$ cat src/rtl/pipe_pkg.sv
// pipe_pkg: shared pipeline constants and the in-flight tag slot record
package pipe_pkg;
   localparam int REG_W = 4;
   localparam logic [REG_W-1:0] PC_REG = 4'd15;
   localparam int FWD_RF = 0;
   localparam int STG_EX = 0;
   localparam int STG_MEM = 1;
   localparam int STG_WB = 2;
   typedef struct packed {
      logic             valid;
      logic             dst_en;
      logic [REG_W-1:0] dst;
      logic             is_load;
      logic             flag_set;
   } slot_t;
endpackage

$ cat src/rtl/hazard_tag_slot.sv
// hazard_tag_slot: one in-flight destination tag plus its per-source comparators
module hazard_tag_slot
   import pipe_pkg::*;
#(
   parameter int NUM_SRC = 3
) (
   input  logic                     CLK,
   input  logic                     CLR,
   input  slot_t                    slot_d,
   input  logic [NUM_SRC-1:0]       src_en_i,
   input  logic [NUM_SRC*REG_W-1:0] src_i,
   output slot_t                    slot_o,
   output logic [NUM_SRC-1:0]       match_o
);
   slot_t slot_q;
   // the slot advances every edge and is never frozen
   always_ff @(posedge CLK or negedge CLR)
      if (!CLR) slot_q <= '0;
      else slot_q <= slot_d;
   // R15 reads come from the PC path, so they never match
   always_comb
      for (int i = 0; i < NUM_SRC; i++)
         match_o[i] = src_en_i[i] && slot_q.valid && slot_q.dst_en &&
                      slot_q.dst == src_i[i*REG_W +: REG_W] && src_i[i*REG_W +: REG_W] != PC_REG;
   assign slot_o = slot_q;
endmodule

$ cat src/rtl/hazard_scoreboard.sv
// hazard_scoreboard: forwarding selects plus load-use/flag stall, flush and stall counter
module hazard_scoreboard
   import pipe_pkg::*;
#(
   parameter  int NUM_SRC    = 3,
   parameter  int NUM_STAGES = 3,
   parameter  int LOAD_READY = 1,
   parameter  int FLAG_READY = 1,
   parameter  int CNT_W      = 16,
   localparam int FWD_W      = $clog2(NUM_STAGES + 1)
) (
   input  logic                     CLK,
   input  logic                     CLR,
   input  logic                     id_valid,
   input  logic [NUM_SRC-1:0]       id_src_en,
   input  logic [NUM_SRC*REG_W-1:0] id_src,
   input  logic                     id_dst_en,
   input  logic [REG_W-1:0]         id_dst,
   input  logic                     id_is_load,
   input  logic                     id_flag_set,
   input  logic                     id_flag_use,
   input  logic                     br_taken,
   input  logic                     perf_clr,
   output logic [NUM_SRC*FWD_W-1:0] fwd_sel,
   output logic                     stall_o,
   output logic                     bubble_o,
   output logic                     flush_o,
   output logic [CNT_W-1:0]         stall_count
);
   slot_t              slot_d [NUM_STAGES];
   slot_t              slot_q [NUM_STAGES];
   logic [NUM_SRC-1:0] match  [NUM_STAGES];
   logic               load_use, flag_hz;
   logic [CNT_W-1:0]   cnt_q, cnt_d;
   for (genvar g = 0; g < NUM_STAGES; g++) begin : g_slot
      hazard_tag_slot #(.NUM_SRC(NUM_SRC)) u_slot (
         .CLK      (CLK),
         .CLR      (CLR),
         .slot_d   (slot_d[g]),
         .src_en_i (id_src_en),
         .src_i    (id_src),
         .slot_o   (slot_q[g]),
         .match_o  (match[g])
      );
   end
   // ID enters slot 0 unless held or killed; older slots shift toward WB
   always_comb begin
      slot_d[0] = '{valid: id_valid && !stall_o && !br_taken, dst_en: id_dst_en, dst: id_dst,
                    is_load: id_is_load, flag_set: id_flag_set};
      for (int k = 1; k < NUM_STAGES; k++) slot_d[k] = slot_q[k-1];
   end
   // youngest matching stage wins per source; a load winner too early means load-use
   always_comb begin
      logic [FWD_W-1:0] sel;
      logic             ld;
      fwd_sel  = '0;
      load_use = 1'b0;
      for (int i = 0; i < NUM_SRC; i++) begin
         sel = FWD_W'(FWD_RF);
         ld  = 1'b0;
         for (int k = NUM_STAGES - 1; k >= 0; k--)
            if (match[k][i]) begin
               sel = FWD_W'(k + 1);
               ld  = slot_q[k].is_load && k < LOAD_READY;
            end
         fwd_sel[i*FWD_W +: FWD_W] = sel;
         load_use = load_use || ld;
      end
   end
   // flag results from stages before FLAG_READY are not yet visible to ID
   always_comb begin
      flag_hz = 1'b0;
      for (int k = 0; k < NUM_STAGES; k++)
         if (k < FLAG_READY && slot_q[k].valid && slot_q[k].flag_set) flag_hz = 1'b1;
   end
   assign stall_o     = id_valid && (load_use || (id_flag_use && flag_hz)) && !br_taken;
   assign bubble_o    = stall_o;
   assign flush_o     = br_taken;
   assign cnt_d       = perf_clr ? '0 : (stall_o && cnt_q != '1) ? cnt_q + 1'b1 : cnt_q;
   assign stall_count = cnt_q;
   // saturating stall-cycle counter
   always_ff @(posedge CLK or negedge CLR)
      if (!CLR) cnt_q <= '0;
      else cnt_q <= cnt_d;
endmodule

$ cat config.mk
export PLATFORM = sky130hd
export DESIGN_NAME = hazard_scoreboard
export DESIGN_NICKNAME = d
export VERILOG_FILES = /design/src/rtl/pipe_pkg.sv /design/src/rtl/hazard_tag_slot.sv /design/src/rtl/hazard_scoreboard.sv
export SDC_FILE = /design/constraint.sdc
export NUM_CORES = 1
export LEC_CHECK = 0
export ABC_CLOCK_PERIOD_IN_PS = 2600
export CAP_MARGIN = 10
export CORE_MARGIN = 3
export CORE_UTILIZATION = 49
export DETAILED_ROUTE_END_ITERATION = 16
export PLACE_DENSITY_LB_ADDON = 0.1
export SLEW_MARGIN = 0
export SYNTH_ARGS = -nofsm -noshare
export SYNTH_HDL_FRONTEND = slang
export SYNTH_SLANG_ARGS = --single-unit
$ cat constraint.sdc
create_clock -name CLK -period 2.6 [get_ports CLK]
set_clock_uncertainty 0.2 [all_clocks]
set_input_delay 0.52 -clock CLK [delete_from_list [all_inputs] [get_ports CLK]]
set_output_delay 0.52 -clock CLK [all_outputs]
set_load 0.01 [all_outputs]
======== Word level (Yosys, flattened, before mapping) ========
Index checks and enable logic that the tools add are counted.
word-level totals
  flip-flop bits (word level) ............. 36
  bits of input ports ..................... 28
  logic and storage cells ................. 90
  output and inout port bits .............. 25
cells by class
  $add $sub $neg .......................... 1
  equal/unequal tests ..................... 13
  multiplexer cells ....................... 15
  reductions and logical operators ........ 49
operator list
  cell                                                              count
  1-bit logical AND                                                 43
  4-bit == test                                                     9
  16-bit 2-to-1 mux                                                 2
  2-bit 2-to-1 mux                                                  9
  16-bit by 1-bit adder with 16-bit output (second input constant)  1
  16-bit inequality test (second input constant)                    1
  4-bit inequality test (second input constant)                     3
  1-bit 2-to-1 mux                                                  4
  1-bit logical OR                                                  3
  1-bit logical NOT                                                 2
  2-bit nonzero test                                                1

======== Longest topological paths before layout ========
Gate-level depths: netlist of run 1.
  depth after elaboration ................. 13
  gate-level depth with buffers ........... 8
  mapped depth without buffers ............ 6

======== Cells and area by module ========
From an unflattened synthesis of run 1, not the netlist that was laid out.
second synthesis, totals
  cell total of the unflattened synthesis .. 210
  area total of the unflattened synthesis .. 2287.2 um^2
by module, submodules not included
  module             area each (um^2)  cells an instance  seq. area each (um^2)  instances
  hazard_tag_slot    386.6             31                 200.2                  3
  hazard_scoreboard  1127.3            117                400.4                  1

======== Worst setup path after synthesis of run 1 ========
No wires, ideal clock.
  kind .................................... input -> output
  from .................................... input port id_src[0]
  to ...................................... output port stall_o
  path slack .............................. 0.119 ns
  required time ........................... 1.880 ns
  path buffers ............................ 2
  arrival time ............................ 1.761 ns
  stages on the path ...................... 7
  cells stage by stage .................... xnor2_1 -> nand3_1 -> nor4_2 -> nor4_2 -> buf_2 -> nor2_1 -> buf_4
between the ends
  cells in the longest elaborated chain, start to end .. 9
  elaborated cells on any way between the ends .. 10
  classes of those cells .................. eq/ne (2); mux (1); reduce/logical (7)
ends and longest elaborated chain
  what                              line                     source
  start, declared                   hazard_scoreboard.sv:16  input logic [NUM_SRC*REG_W-1:0] id_src,
  4-bit == test                     hazard_tag_slot.sv:24    slot_q.dst == src_i[i*REG_W +: REG_W] && src_i[i*REG_W +: REG_W] != PC_REG;
  1-bit logical AND                 hazard_tag_slot.sv:23    match_o[i] = src_en_i[i] && slot_q.valid && slot_q.dst_en &&
  1-bit logical AND *               hazard_tag_slot.sv:24
  1-bit 2-to-1 mux *                hazard_scoreboard.sv:62  if (match[k][i]) begin
  1-bit logical OR * (2 in a row)   hazard_scoreboard.sv:67  load_use = load_use || ld;
  1-bit logical OR *                hazard_scoreboard.sv:76  assign stall_o = id_valid && (load_use || (id_flag_use && flag_hz)) && !br_taken;
  1-bit logical AND * (2 in a row)  hazard_scoreboard.sv:76
  end, declared                     hazard_scoreboard.sv:25  output logic stall_o,
Every way passes the cells marked *; elsewhere a longest branch is shown, timed or not.

======== Worst setup path in the final report of run 1 ========
  from .................................... input port id_src[3]
  to ...................................... output port fwd_sel[1]
between the ends
  cells in the longest elaborated chain, start to end .. 6
  elaborated cells on any way between the ends .. 13
  classes of those cells .................. eq/ne (4); mux (3); reduce/logical (6)
ends and longest elaborated chain
  what                           line                     source
  4-bit == test                  hazard_tag_slot.sv:24
  1-bit logical AND              hazard_tag_slot.sv:23
  1-bit logical AND              hazard_tag_slot.sv:24
  2-bit 2-to-1 mux (2 in a row)  hazard_scoreboard.sv:62
  2-bit 2-to-1 mux *             hazard_scoreboard.sv:62
  end, declared                  hazard_scoreboard.sv:24  output logic [NUM_SRC*FWD_W-1:0] fwd_sel,
Marks and branches as above.

==> run summary, run 1 <==
run status = finished, violations left
failing checks = setup timing
clk sink count = 36
Final nets = 320
Root Buffer = clkbuf_8
Die ar. = 0.004958 mm²
Avg Vias per Cell = 5.832
pin count of the biggest net entering global routing = 37
PD cells = 406.8 mW/mm²
Final Wtd Congestion = 0.8967
die height = 70.42 µm
DRT Pass-1 Iters = 4
post-layout util = 80.54%
Yosys cell types = 38
RSZ-0062 raised after global routing = true
hold_buf cts = 0
All-Layer GR Usage = 23.86%
DIE WIDTH = 70.42 µm
I/O pin total = 53
WP data required = 1880 ps
Max Cap Viol = 0
CTS tree = yes
worst skew pair latency = 290 ps
CTS max path bufs = 2
proportion of layout cells with a drive suffix above 1 = 35.74%
CP Max Fanout = 4
Post-route DRC = 0
Synth top area share = 44.31%
post-route ant nets = 0
Routed WL per cell = 17.72 µm
Worst EP arrival = 1890 ps
Max stage delay cell, worst path = or4_4
via count of the routed design = 1977
area grow syn2layout = 51.57%
n_diodes = 0
Post-Place Cells = 326
syn avg cell area = 9.822 µm²
Max VDD drop = 335.7 µV
P_leak = 1.262 nW
crit-path most repeated cell = buf_2
Core Region = 0.003826 mm²
IO Port Bufs = 52
Iter 0 DRT Violations = 159
Finish-stage setup viols = 1
Clock transition at path regs = 70 ps
Final Slew Violations = 0
Crit path largest cell delay = 540 ps
Period Utilization, post-route = 100.5%
htree depth = 2
CTS Buf Count = 5
FP Rows = 22
CP Class = in -> out
Worst setup SP type = input port
Post-Layout Cell Count = 339
worst setup margin = -13.31 ps
Seq/Total Area, Yosys = 44.31%
Fin. Hold Viols = 0
first-pass GRT wire length = 9321 µm
GRT overflow = 0
Yosys reg bits = 36
antenna violations before repair = 0
Detailed Place HPWL = 3933 µm
Post-Route WL = 6007 µm
Final Power = 0.001254 W
vias in the first global route = 1863
yosys synthesis warning count = 0
Hold Crit Class = reg -> reg
Bufs and invs on worst path = 2
Synth area leaders = dfrtp_1 44%, xnor2_1 12%, or4_1 5.2%, o31ai_1 4.1%, xor2_1 3.9%
CP cell instances = buf_2, xnor2_1, nand3_2, or4_4, a21oi_2, buf_2
Initial Util = 53.14%
Slew @ Worst Pin = 455.3 ps
biggest area consumer among synthesized cells = dfrtp_1
CP delay by family, top = simple AND/OR/NAND/NOR gates
Syn Nets = 236
element type at the critical path end = primary output
Post-Syn Area = 0.002033 mm²
Slew Limit Headroom = 69.64%
Max Clock Freq = 0.3827 GHz
minimum clock period = 2613 ps
Post-Syn Instances = 207
## metrics by stage
stage	worst slack, ps	hold slack (ps)	setup TNS, ps	area, µm²
floorplan	118.6	24.41	0	2033
detailed placement	-679.5	166.1	-10680	2779
finish	-13.31	181.4	-13.31	3082
global route	-60.39	180.1	-143.7	3082
global placement	-672.7	166.0	-10350	2779
CTS	-58.75	179.3	-115.7	2980
## area by class of cell
| class | count | area (µm²) |
|---|---|---|
| timing repair buffer | 86 | 703.2 |
| fill | 253 | 744.5 |
| sequential | 36 | 905.9 |
| tap | 48 | 60.06 |
| multi-input combinational | 157 | 1297 |
| clock buffer | 7 | 96.34 |
| inverter | 5 | 18.77 |
## registers in the layout, summed over array words and instances, names as in the netlist
signal,flops
g_slot.u_slot.slot_o,20
stall_count,16
## cells in the mapped netlist
library cell,n
o21a_1,1
o21ai_0,3
nor4_1,7
or3_1,4
and2_1,1
buf_1,1
nor2b_1,1
nand2_1,15
o31a_1,1
a211oi_1,1
and3_1,2
buf_2,1
xnor2_1,27
nor2_1,7
mux2_2,1
buf_4,3
clkbuf_1,3
nor4_4,1
or2_2,1
xor2_1,9
nor4_2,2
and4_1,1
ha_1,1
inv_1,5
nand3_1,15
nand4_1,7
o31ai_1,11
a21oi_1,15
buf_6,1
nor3_1,2
dfrtp_1,36
or4_1,14
a311oi_1,1
o21bai_1,1
nand2b_1,2
a21o_1,1
or3b_2,1
nor3b_1,1
## final timing paths
kind | startpoint | endpoint | slack, ps | depth (start not counted)
worst max-delay path | id_src[3] | fwd_sel[1] | -10 | 6
worst min-delay path | g_slot[1].u_slot.slot_o[6] | g_slot[2].u_slot.slot_o[6] | 180 | 0
worst max register to register | g_slot[0].u_slot.slot_o[2] | stall_count[15] | 140 | 7
worst min register to register | g_slot[1].u_slot.slot_o[6] | g_slot[2].u_slot.slot_o[6] | 180 | 0
max in group asynchronous | CLR | g_slot[0].u_slot.slot_o[3] | 1390 | 2
min in group asynchronous | CLR | g_slot[1].u_slot.slot_o[2] | 450 | 2
## layer usage
layer  wire length (µm)  GRT usage [%]
met1               2771          35.19
met5                  0              0
met4                 79          8.511
met2               2830          34.93
met3                327          4.173
## what timing repair did
| item | in CTS | in global routing |
|---|---|---|
| setup buffers | 2 | 7 |
| resized for setup | 73 | 51 |
| pin swaps | 16 | 25 |
| endpoints found under the setup margin | 22 | 13 |
## placed cells by master, fill, tap and decap left out, types with 5 or more instances in the layout
cell / n
inv_1: 5
xor2_1: 8
o31ai_1: 11
clkbuf_2: 8
nand4_1: 7
xnor2_2: 12
nor2_1: 6
dfrtp_1: 32
xnor2_1: 15
buf_4: 33
nand2_1: 12
or4_1: 11
nand3_1: 9
a21oi_1: 14
nor4_4: 6
clkdlybuf4s50_1: 30
clkbuf_8: 7
buf_2: 9
nand3_2: 6
## report_power, final
| group | switching (W) | internal [W] | leakage, nW |
|---|---|---|---|
| Combinational | 0.000118 | 0.000114 | 0.755 |
| Sequential | 0.0000167 | 0.000577 | 0.457 |
| Clock | 0.000193 | 0.000236 | 0.0503 |
| Total | 0.000327 | 0.000926 | 1.26 |
## cell families after synthesis
group / synth area share (%)
AO/OA/AOI/OAI: 10.83
XOR/XNOR: 15.51
adder cells (fa/ha/maj): 0.6153
buffers and inverters: 3.569
flip-flops: 44.31
multiplexers: 0.5538
AND/OR/NAND/NOR: 24.62
(Power assumes the default switching activity.)
==> run 2, diff against run 1 <==
--- a/config.mk
+++ b/config.mk
@@ -5,10 +5,10 @@
 export SDC_FILE = /design/constraint.sdc
 export NUM_CORES = 1
 export LEC_CHECK = 0
-export ABC_CLOCK_PERIOD_IN_PS = 2600
+export ABC_CLOCK_PERIOD_IN_PS = 3300
 export CAP_MARGIN = 10
 export CORE_MARGIN = 3
-export CORE_UTILIZATION = 49
+export CORE_UTILIZATION = 52
 export DETAILED_ROUTE_END_ITERATION = 16
 export PLACE_DENSITY_LB_ADDON = 0.1
 export SLEW_MARGIN = 0
==> constraint.sdc (replaced) <==
create_clock -name CLK -period 3.3 [get_ports CLK]
set_clock_uncertainty 0.2 [all_clocks]
set_input_delay 0.66 -clock CLK [delete_from_list [all_inputs] [get_ports CLK]]
set_output_delay 0.66 -clock CLK [all_outputs]
set_load 0.01 [all_outputs]
==> run summary, run 2 (same netlist as run 1, synthesis figures left out) <==
run status = complete, no violations
Worst EP arrival = 2380 ps
Core Region = 0.003716 mm²
Max Clock Freq = 0.3088 GHz
Max Cap Viol = 0
element type at the critical path end = primary output
Fin. Hold Viols = 0
Critical Path Stages = 8
I/O pin total = 53
PD cells = 314.9 mW/mm²
CP cell instances = clkdlybuf4s50_1, buf_4, nand4_1, nand2_1, nor4_1, nand2b_1, nand2_1, dlygate4sd2_1
DP Area = 0.002689 mm²
All-Layer GR Usage = 22.15%
Final Slew Violations = 0
FP Rows = 22
proportion of power drawn by the clock network = 30.9%
area of the multi-input gates = 0.001101 mm²
Bufs and invs on worst path = 3
pin count of the biggest net entering global routing = 37
Crit path largest cell delay = 440 ps
Final nets = 304
CP Class = in -> out
Comb pwr share = 15.5%
Sw Ratio = 24.27%
CP Max Fanout = 4
CP delay by family, top = buffers and inverters
Routed WL per cell = 15.02 µm
Period Utilization, post-route = 98.13%
RSZ-0062 raised after global routing = true
Root Buffer = clkbuf_8
Clock transition at path regs = 60 ps
proportion of layout cells with a drive suffix above 1 = 14.29%
clk sink count = 36
Worst setup SP type = input port
Die ar. = 0.004696 mm²
n_diodes = 0
global route hottest layer = met2
Post-Layout Cell Count = 321
routing usage on met2 = 33.61%
first-pass GRT wire length = 7859 µm
Post-Route WL = 4821 µm
post-route ant nets = 0
Max VDD drop = 271.0 µV
Slew Limit Headroom = 55.04%
GRT overflow = 0
GR Util met1 = 32.09%
HP Start = g_slot[1].u_slot.slot_o[7]
Detailed Place HPWL = 3625 µm
worst skew pair latency = 280 ps
Final Power = 0.0008746 W
CTS Buf Count = 5
sequential share of power = 53.6%
DRT Pass-1 Iters = 4
area grow syn2layout = 36.62%
Finish-stage setup viols = 0
Slew @ Worst Pin = 672.4 ps
WP data required = 2440 ps
WHS Path Cells = 0
GRT met3 Usage = 5.024%
Post-route DRC = 0
reg2reg path depth = 9
commonest non-fill, non-tap cell in the layout = clkdlybuf4s50_1
Iter 0 DRT Violations = 89
minimum clock period = 3238 ps
FF+latch area = 900.9 µm²
htree depth = 2
setup total negative slack = 0 ps
Cell Int Power = 0.0006624 W
Final Wtd Congestion = 0.8708
RR Startpoint = g_slot[0].u_slot.slot_o[5]
most frequent cells in the layout = 42 x clkdlybuf4s50_1, 36 x dfrtp_1, 27 x xnor2_1, 18 x buf_4
P_leak = 1.071 nW
Final Cell Area = 0.002778 mm²
crit-path most repeated cell = nand2_1
via count of the routed design = 1834
CP Launch Point = id_src[6]
Avg Vias per Cell = 5.713
Max stage delay cell, worst path = clkdlybuf4s50_1
vias in the first global route = 1706
Post-Place Cells = 314
CTS tree = yes
P_sw = 0.0002123 W
CTS max path bufs = 2
antenna violations before repair = 0
max reg flops = 20
DIE WIDTH = 68.53 µm
IO Port Bufs = 52
Hold Crit Class = reg -> reg
Initial Util = 54.71%
fillers = 279
die height = 68.53 µm
[run 2: changes by cell type in the layout (fill, tap and decap cells not counted), sizes merged]
cell | before | now
dlymetal6s2s | 2 | 0
clkbuf | 15 | 8
dlygate4sd2 | 0 | 6
buf | 46 | 19
clkdlybuf4s50 | 30 | 42
[run 2: final timing paths]
kind | endpoint | slack (ps)
worst max-delay path | fwd_sel[2] | 60
worst min-delay path | g_slot[2].u_slot.slot_o[7] | 190
worst max register to register | stall_count[15] | 700
worst min register to register | g_slot[2].u_slot.slot_o[7] | 190
max in group asynchronous | g_slot[1].u_slot.slot_o[5] | 1980
min in group asynchronous | g_slot[0].u_slot.slot_o[6] | 590
[run 2: area by class of cell]
cell class              instances  share of cell area (%)
well taps                      48                   2.162
inverters                       5                  0.6757
multi-input cells             157                   39.64
repair buffers                 70                   22.61
flip-flops and latches         36                   32.43
clock buffers                   5                   2.477
[run 2: stage by stage]
step | hold WS (ps) | utilization [%] | worst slack [ps]
floorplan | 153.5 | - | 538.6
global placement | 160.2 | 72.36 | -219.6
detailed placement | 167.6 | 72.36 | -252.2
CTS | 185.2 | 75.05 | 10.67
global route | 189.2 | 74.75 | -43.97
finish | 185.3 | 74.75 | 61.56
[run 2: what timing repair did]
action                                 4_1_cts  5_1_grt
setup buffers                                2        0
pin swaps                                    3        1
endpoints found under the hold margin        0        0
setup endpoints to repair                    8        6
gates resized for setup                     17        8
cloned                                       0        0
hold buffers                                 0        0
[run 2: metal layers]
layer,up-vias,share of wire (%),routed length (µm)
met2,45,47,2285
met5,-,0,0
met4,0,0.71,34
met1,887,47,2261
li1,897,-,-
met3,5,5.0,239
[run 2: power groups by stage]
stage	registers, W	clock network [W]	logic [W]
global placement	0.000477	0	0.000130
detailed placement	0.000477	0	0.000132
floorplan	0.000473	0	0.0000611
global route	0.000471	0.000297	0.000147
CTS	0.000469	0.000276	0.000136
finish	0.000469	0.000270	0.000135
==> run 3, diff against run 2 <==
--- a/config.mk
+++ b/config.mk
@@ -5,12 +5,13 @@
 export SDC_FILE = /design/constraint.sdc
 export NUM_CORES = 1
 export LEC_CHECK = 0
-export ABC_CLOCK_PERIOD_IN_PS = 3300
+export ABC_CLOCK_PERIOD_IN_PS = 2900
 export CAP_MARGIN = 10
 export CORE_MARGIN = 3
-export CORE_UTILIZATION = 52
+export CORE_UTILIZATION = 44
 export DETAILED_ROUTE_END_ITERATION = 16
 export PLACE_DENSITY_LB_ADDON = 0.1
+export SKIP_CTS_REPAIR_TIMING = 1
 export SLEW_MARGIN = 0
 export SYNTH_ARGS = -nofsm -noshare
 export SYNTH_HDL_FRONTEND = slang
==> constraint.sdc (replaced) <==
create_clock -name CLK -period 2.9 [get_ports CLK]
set_clock_uncertainty 0.2 [all_clocks]
set_input_delay 0.58 -clock CLK [delete_from_list [all_inputs] [get_ports CLK]]
set_output_delay 0.58 -clock CLK [all_outputs]
set_load 0.01 [all_outputs]
==> run summary, run 3 (same netlist as run 1, synthesis figures left out) <==
run status = complete, no violations
proportion of power drawn by the clock network = 35.4%
CP Launch Point = id_src_en[0]
first-pass GRT wire length = 8073 µm
Die ar. = 0.005472 mm²
proportion of layout cells with a drive suffix above 1 = 19.29%
Final Slew Violations = 0
routing usage on met2 = 31.69%
Final nets = 309
CP cell instances = clkdlybuf4s50_1, nand2_1, or4_4, o21bai_1, buf_2
Root Buffer = clkbuf_8
Comb pwr share = 14.9%
global route hottest layer = met2
worst slack at placement = -562.5 ps
area grow syn2layout = 44.31%
Fin. Hold Viols = 0
Post-Layout Cell Count = 332
Slew Limit Headroom = 48.43%
htree depth = 2
R2R setup slack = 390 ps
Sw Ratio = 24.26%
clk sink count = 36
RR Startpoint = g_slot[0].u_slot.slot_o[2]
Worst EP arrival = 2060 ps
Clock transition at path regs = 70 ps
GR Util met1 = 24.98%
Core Region = 0.004414 mm²
FP Rows = 24
GRT met3 Usage = 3.919%
max reg flops = 20
post-route ant nets = 0
Max stage delay cell, worst path = or4_4
element type at the critical path end = primary output
Max VDD drop = 199.9 µV
via count of the routed design = 1853
I/O pin total = 53
reg2reg end = stall_count[15]
reg2reg path depth = 8
P_leak = 1.283 nW
Worst setup endpoint = fwd_sel[0]
GRT overflow = 0
Worst setup SP type = input port
DIE WIDTH = 73.98 µm
RSZ-0062 raised after global routing = false
worst setup margin = 62.94 ps
Post-route DRC = 0
most frequent cells in the layout = 36 x dfrtp_1, 31 x clkdlybuf4s50_1, 27 x xnor2_1, 22 x buf_4, 16 x dlymetal6s2s_1
Post-Route WL = 5052 µm
CTS tree = yes
Detailed Place HPWL = 3686 µm
Slew @ Worst Pin = 773.5 ps
Avg Vias per Cell = 5.581
Max Cap Viol = 0
Finish-stage setup viols = 0
minimum clock period = 2837 ps
PD cells = 365.3 mW/mm²
fillers = 374
WP data required = 2120 ps
commonest non-fill, non-tap cell in the layout = dfrtp_1
antenna violations before repair = 0
pin count of the biggest net entering global routing = 37
Post-Place Cells = 323
DRT Pass-1 Iters = 4
Final Wtd Congestion = 0.9267
Cell Int Power = 0.0008118 W
CP Class = in -> out
die height = 73.98 µm
Routed WL per cell = 15.22 µm
Initial Util = 46.06%
n_diodes = 0
vias in the first global route = 1744
P_sw = 0.0002601 W
CP Max Fanout = 4
sequential share of power = 49.7%
Hold Crit Class = in -> async
Crit path largest cell delay = 560 ps
IO Port Bufs = 52
CTS max path bufs = 2
Iter 0 DRT Violations = 53
CTS Buf Count = 5
All-Layer GR Usage = 19.05%
Period Utilization, post-route = 97.83%
worst skew pair latency = 280 ps
Max Clock Freq = 0.3525 GHz
==> run 3: worst max-delay path, delay by kind of cell <==
kind / cells / cell delay, ps
AND/OR/NAND/NOR: 2 / 680
buffers and inverters: 2 / 610
AO/OA/AOI/OAI: 1 / 180
==> run 3: how the worst min path moves through the flow <==
stage	start	end	cells after the start
floorplan	CLR	g_slot[0].u_slot.slot_o[0]	0
global placement	g_slot[1].u_slot.slot_o[7]	g_slot[2].u_slot.slot_o[7]	0
detailed placement	g_slot[1].u_slot.slot_o[7]	g_slot[2].u_slot.slot_o[7]	0
CTS	g_slot[1].u_slot.slot_o[7]	g_slot[2].u_slot.slot_o[7]	0
global route	g_slot[1].u_slot.slot_o[7]	g_slot[2].u_slot.slot_o[7]	0
finish	CLR	stall_count[8]	1
==> run 3: final cells by class <==
class / instances / area [µm²] / area share (%)
Timing Repair Buffer: 75 / 711.9 / 24.26
Inverter: 5 / 18.77 / 0.6397
Tap cell: 52 / 65.06 / 2.217
Sequential cell: 36 / 900.9 / 30.70
Clock buffer: 7 / 96.34 / 3.284
Multi-Input combinational cell: 157 / 1141 / 38.89
==> run 3: power groups by stage <==
stage	registers (W)	clock network, W	logic, W
finish	0.000533	0.000379	0.000160
CTS	0.000533	0.000393	0.000153
global placement	0.000542	0	0.000151
detailed placement	0.000542	0	0.000152
global route	0.000534	0.000418	0.000175
floorplan	0.000538	0	0.0000695
==> run 3: metal layers <==
metal	share of wire, %	vias up
li1	-	901
met1	44	903
met2	50	44
met3	5.9	5
met4	0.93	0
met5	0	-
==> run 3: per-stage QoR <==
stage	power [W]	hold WS, ps	utilization [%]	instance area [µm²]	setup TNS (ps)
2_1_floorplan	0.0006080	84.41	-	2033	0
3_3_place_gp	0.0006927	156.5	61.76	2726	-5468
3_5_place_dp	0.0006942	164.8	61.76	2726	-5850
4_1_cts	0.001079	180.1	63.95	2823	-3806
5_1_grt	0.001128	184.6	66.47	2934	0
6_report	0.001072	172.2	66.47	2934	0
